==> src/rtl/instr_decode_stage.sv <==
// instr_decode_stage: decodes 16-bit instruction words on acceptance into a
// 2-entry in-order buffer feeding the execute stage, with a saturating illegal-word count.
module instr_decode_stage #(
  parameter int DEPTH = 2
) (
  input  logic        clk,
  input  logic        reset_n,
  input  logic        in_valid,
  input  logic [15:0] in_instr,
  output logic        in_ready,
  input  logic        flush,
  output logic        out_valid,
  input  logic        out_ready,
  output logic [2:0]  out_alu_op,
  output logic [1:0]  out_rs,
  output logic [1:0]  out_rt,
  output logic [1:0]  out_rd,
  output logic [15:0] out_imm,
  output logic        out_use_imm,
  output logic        out_reg_write,
  output logic        out_mem_rd,
  output logic        out_mem_wr,
  output logic        out_branch,
  output logic        out_illegal,
  output logic [7:0]  illegal_count
);
  localparam logic [2:0] ADD = 3'd0, SUB = 3'd1, AND = 3'd2, OR = 3'd3, SLT = 3'd4;
  localparam logic [1:0] FULL = 2'(DEPTH);

  typedef struct packed {
    logic [2:0]  alu_op;
    logic [1:0]  rs;
    logic [1:0]  rt;
    logic [1:0]  rd;
    logic [15:0] imm;
    logic        use_imm;
    logic        reg_write;
    logic        mem_rd;
    logic        mem_wr;
    logic        branch;
    logic        illegal;
  } dec_t;

  dec_t [1:0] mem;
  dec_t       dec, head;
  logic [1:0] count;
  logic       wp, rp, push, pop;
  logic [3:0] op, funct;
  logic [15:0] sx, zx;

  assign op    = in_instr[15:12];
  assign funct = in_instr[3:0];
  assign sx    = {{8{in_instr[7]}}, in_instr[7:0]};
  assign zx    = {8'h00, in_instr[7:0]};

  always_comb begin
    dec    = '0;
    dec.rs = in_instr[11:10];
    dec.rt = in_instr[9:8];
    case (op)
      4'h0: begin
        dec.illegal   = funct > 4'd4;
        dec.alu_op    = dec.illegal ? ADD : funct[2:0];
        dec.reg_write = !dec.illegal;
        dec.rd        = dec.illegal ? 2'd0 : in_instr[7:6];
      end
      4'h1, 4'h4: begin
        dec.alu_op    = op == 4'h1 ? ADD : SLT;
        dec.imm       = sx;
        dec.use_imm   = 1'b1;
        dec.reg_write = 1'b1;
        dec.rd        = in_instr[9:8];
      end
      4'h2, 4'h3: begin
        dec.alu_op    = op == 4'h2 ? AND : OR;
        dec.imm       = zx;
        dec.use_imm   = 1'b1;
        dec.reg_write = 1'b1;
        dec.rd        = in_instr[9:8];
      end
      4'h5: begin
        dec.imm       = sx;
        dec.use_imm   = 1'b1;
        dec.mem_rd    = 1'b1;
        dec.reg_write = 1'b1;
        dec.rd        = in_instr[9:8];
      end
      4'h6: begin
        dec.imm     = sx;
        dec.use_imm = 1'b1;
        dec.mem_wr  = 1'b1;
      end
      4'h7: begin
        dec.alu_op = SUB;
        dec.imm    = sx;
        dec.branch = 1'b1;
      end
      default: dec.illegal = 1'b1;
    endcase
  end

  // in_ready is forced low during reset, not just by the cleared count
  assign in_ready  = reset_n && count != FULL && !flush;
  assign out_valid = count != 2'd0;
  assign push      = in_valid && in_ready;
  assign pop       = out_valid && out_ready;

  always_ff @(posedge clk or negedge reset_n) begin
    if (!reset_n) begin
      mem           <= '0;
      count         <= '0;
      wp            <= 1'b0;
      rp            <= 1'b0;
      illegal_count <= '0;
    end else if (flush) begin
      count <= '0;
      wp    <= 1'b0;
      rp    <= 1'b0;
    end else begin
      if (push) begin
        mem[wp] <= dec;
        wp      <= ~wp;
      end
      if (pop) rp <= ~rp;
      count <= count + {1'b0, push} - {1'b0, pop};
      if (push && dec.illegal && illegal_count != 8'hFF) illegal_count <= illegal_count + 8'd1;
    end
  end

  assign head          = mem[rp];
  assign out_alu_op    = head.alu_op;
  assign out_rs        = head.rs;
  assign out_rt        = head.rt;
  assign out_rd        = head.rd;
  assign out_imm       = head.imm;
  assign out_use_imm   = head.use_imm;
  assign out_reg_write = head.reg_write;
  assign out_mem_rd    = head.mem_rd;
  assign out_mem_wr    = head.mem_wr;
  assign out_branch    = head.branch;
  assign out_illegal   = head.illegal;
endmodule
==> config.mk <==
export PLATFORM = sky130hd
export DESIGN_NAME = instr_decode_stage
export DESIGN_NICKNAME = d
export VERILOG_FILES = /design/src/rtl/instr_decode_stage.sv
export SDC_FILE = /design/constraint.sdc
export NUM_CORES = 1
export LEC_CHECK = 0
export ABC_AREA = 1
export CAP_MARGIN = 15
export CORE_MARGIN = 1.5
export CORE_UTILIZATION = 25
export CTS_CLUSTER_SIZE = 30
export DETAILED_ROUTE_END_ITERATION = 8
export GPL_TIMING_DRIVEN = 0
export PLACE_DENSITY = 0.44
export SYNTH_ARGS = -nofsm -noshare
export SYNTH_HDL_FRONTEND = slang
export SYNTH_SLANG_ARGS = --single-unit
export TNS_END_PERCENT = 20
==> constraint.sdc <==
create_clock -name clk -period 2.2 [get_ports clk]
set_input_delay 0.44 -clock clk [delete_from_list [all_inputs] [get_ports clk]]
set_output_delay 0.44 -clock clk [all_outputs]
set_load 0.01 [all_outputs]
==> flow_metrics.tcl <==
set metrics [dict create \
    status "finished, violations left" \
    violations "hold timing" \
    worstPathRequired_ns 1.76 \
    synth_top_family_by_area "simple AND/OR/NAND/NOR gates" \
    reg2reg_from "count[0]" \
    clk_latency_ns 0.33 \
    dr.pass1.iters 4 \
    p_int_w 0.00309 \
    power_density_nw_per_um2 1020 \
    gp_congestion 0.875 \
    holdWs_ns -0.00846 \
    grt_usage 0.141 \
    worstPathArrival_ns 1.76 \
    regToRegEndpoint "count[1]" \
    grt_overflow_total 0 \
    setup_tns_ns 0 \
    ys_warn_count 0 \
    num_vias 2743 \
    syn2layout_area_growth_pct 39.2 \
    holdCritPathClass "in -> async" \
    comb_power_share 0.326 \
    cts_hold_buffers 0 \
    grt_antenna_before_repair 0 \
    start_kind "flip-flop" \
    setup_viol 0 \
    dr.first_iter.drc_count 114 \
    start_util 0.259 \
    path_max_fanout 10 \
    seqPwrFrac 0.351 \
    grt_max_degree 63 \
    rsz0062_at_grt "yes" \
    wl_per_cell_um 13.2 \
    finalPower_w 0.00449 \
    syn-num-nets 431 \
    criticalPathCategory "reg -> out" \
    cap_violations 0 \
    synth-xor-area-share 0.0111 \
    synth_cell_type_count 32 \
    post-place-cells 636 \
    syn_inst 407 \
    clock_path_buffers 2 \
    max_slew_margin 0.756 \
    clkPwrFrac 0.323 \
    yosys.area_share.adder 0.0119 \
    synth-compound-area-share 0.0903 \
    startpoint "rp" \
    cts-root-buf "clkbuf_16" \
    ant_nets 0 \
    htree_levels 3 \
    critPathCapture "out_imm[2]" \
    r2r_slack_ns 0.62 \
    cts.sink_count 60 \
    period_share 0.999 \
    p_switching_w 0.00140 \
    synth.area.mux_share 0 \
    vias_per_cell 4.20 \
    ir_drop_mv 0.420 \
    period_minus_slack_ns 2.20 \
    final_cell_mix "194 x nand2_1, 60 x dfrtp_1, 34 x clkdlybuf4s50_1" \
    synthSimpleGateAreaFrac 0.324 \
    finalHoldViolations 2 \
    grt_pass1_wl_mm 14.2 \
    fmax_ghz 0.455 \
    dieArea_um2 13300 \
    wirelength_mm 8.63 \
    syn_area_per_cell_um2 7.73 \
    slew_violations 0 \
    drive_above_1_share 0.146 \
    rr_worst_depth 8 \
    num_rows 40 \
    chipHeight_um 115 \
    n_antenna_cell 0 \
    io_buffer_count 61 \
    worst_pin_slew_ns 0.366 \
    ys_seq_area_frac 0.477 \
    final_common_cell "nand2_1" \
    synth-seq-cells 60 \
    ioPinCount 62 \
    cp-end-kind "output pin" \
    cts_tree "yes" \
    core_um2 12200 \
    p_leak_nw 2.37 \
    fin_cells 653 \
    drc_errors 0 \
    swShare 0.311 \
    synth_area_um2 3150 \
    fin_skew_ns 0.00632 \
    numCtsBuffers 9 \
    fin_nets 505 \
    clkTransAtPathRegs_ns 0.05 \
    die_w_um 115 \
    grt_pass1_vias 2783 \
    dp_hpwl_mm 5.94 \
]
==> kinds of logic after synthesis <==
logic type               Yosys count
flip-flops                        60
AO/OA/AOI/OAI                     49
buffers and inverters             52
XOR/XNOR                           4
AND/OR/NAND/NOR                  239
adder cells (fa/ha/maj)            3
==> layer usage <==
layer  wire length, µm  share of wire  GRT usage  vias up
met2              3930           0.46      0.215       46
met3               334          0.039     0.0327       13
li1                  -              -          -     1421
met1              4190           0.49      0.193     1263
met4               167          0.019     0.0543        0
met5                 0              0          0        -
==> power by group through the flow <==
stage | sequential, W | combinational, W | clock (W)
global placement | 0.00158 | 0.00147 | 0
global route | 0.00162 | 0.00164 | 0.00154
CTS | 0.00158 | 0.00150 | 0.00149
finish | 0.00158 | 0.00146 | 0.00145
detailed placement | 0.00159 | 0.00148 | 0
floorplan | 0.00157 | 0.000769 | 0
==> cell usage after synthesis, drive strengths merged <==
library cell    n  area (µm²)
nand2         201         774
a21boi          1        7.51
nand4           4        40.0
or2             1        6.26
clkbuf          4        15.0
xnor2           2        17.5
nor3b           1        7.51
nor2           13        80.1
ha              3        37.5
xor2            2        17.5
nand3b          2        15.0
nand3          16        92.6
inv            30         115
a21oi           3        15.0
clkinv          1        5.00
o21a            1        7.51
buf            17         133
o21ai          44         254
nor3            1        5.00
dfrtp          60        1500
==> registers in the layout (all words and copies together), names as in the netlist <==
name	flops
illegal_count	8
wp	1
mem	48
rp	1
count	2
==> worst max-delay path: stages (launching register included) <==
cell and delay, ns:
dfrtp_1 0.37, buf_6 0.16, inv_4 0.10, clkbuf_8 0.17, nand2_1 0.06, nand2_1 0.05, clkdlybuf4s50_1 0.53
==> how the worst min path moves through the flow <==
stage	from	endpoint	slack, ns
floorplan	reset_n	count[0]	0.14
global placement	mem[30]	mem[30]	0.45
detailed placement	mem[30]	mem[30]	0.46
CTS	reset_n	count[0]	0.08
global route	reset_n	count[0]	0.03
finish	reset_n	count[0]	-0.008
==> through the flow <==
| stage | hold WS [ns] | area [µm²] | util | worst slack [ns] |
|---|---|---|---|---|
| finish | -0.00846 | 4380 | 0.360 | 0.00142 |
| global route | 0.0285 | 4380 | 0.360 | -0.0784 |
| CTS | 0.0771 | 4340 | 0.357 | -0.150 |
| detailed placement | 0.461 | 3970 | 0.326 | -0.617 |
| global placement | 0.454 | 3970 | 0.326 | -2.57 |
| floorplan | 0.144 | 3150 | - | 0.186 |
==> area by class of cell <==
cell class	instances	area, µm²
clock inverters	3	45.0
flip-flops and latches	60	1500
repair buffers	63	654
clock buffers	12	267
inverters	31	123
plain buffers	21	189
well taps	168	210
multi-input cells	295	1390
fillers	1277	7780
==> timing repair <==
action                                  CTS  global route
endpoints found under the setup margin   32            23
pin swaps                                 1             0
gates resized for setup                  30            24
setup buffers                             2             0
gates cloned                              0             0
Note: power is estimated with default switching activity, not from simulation.
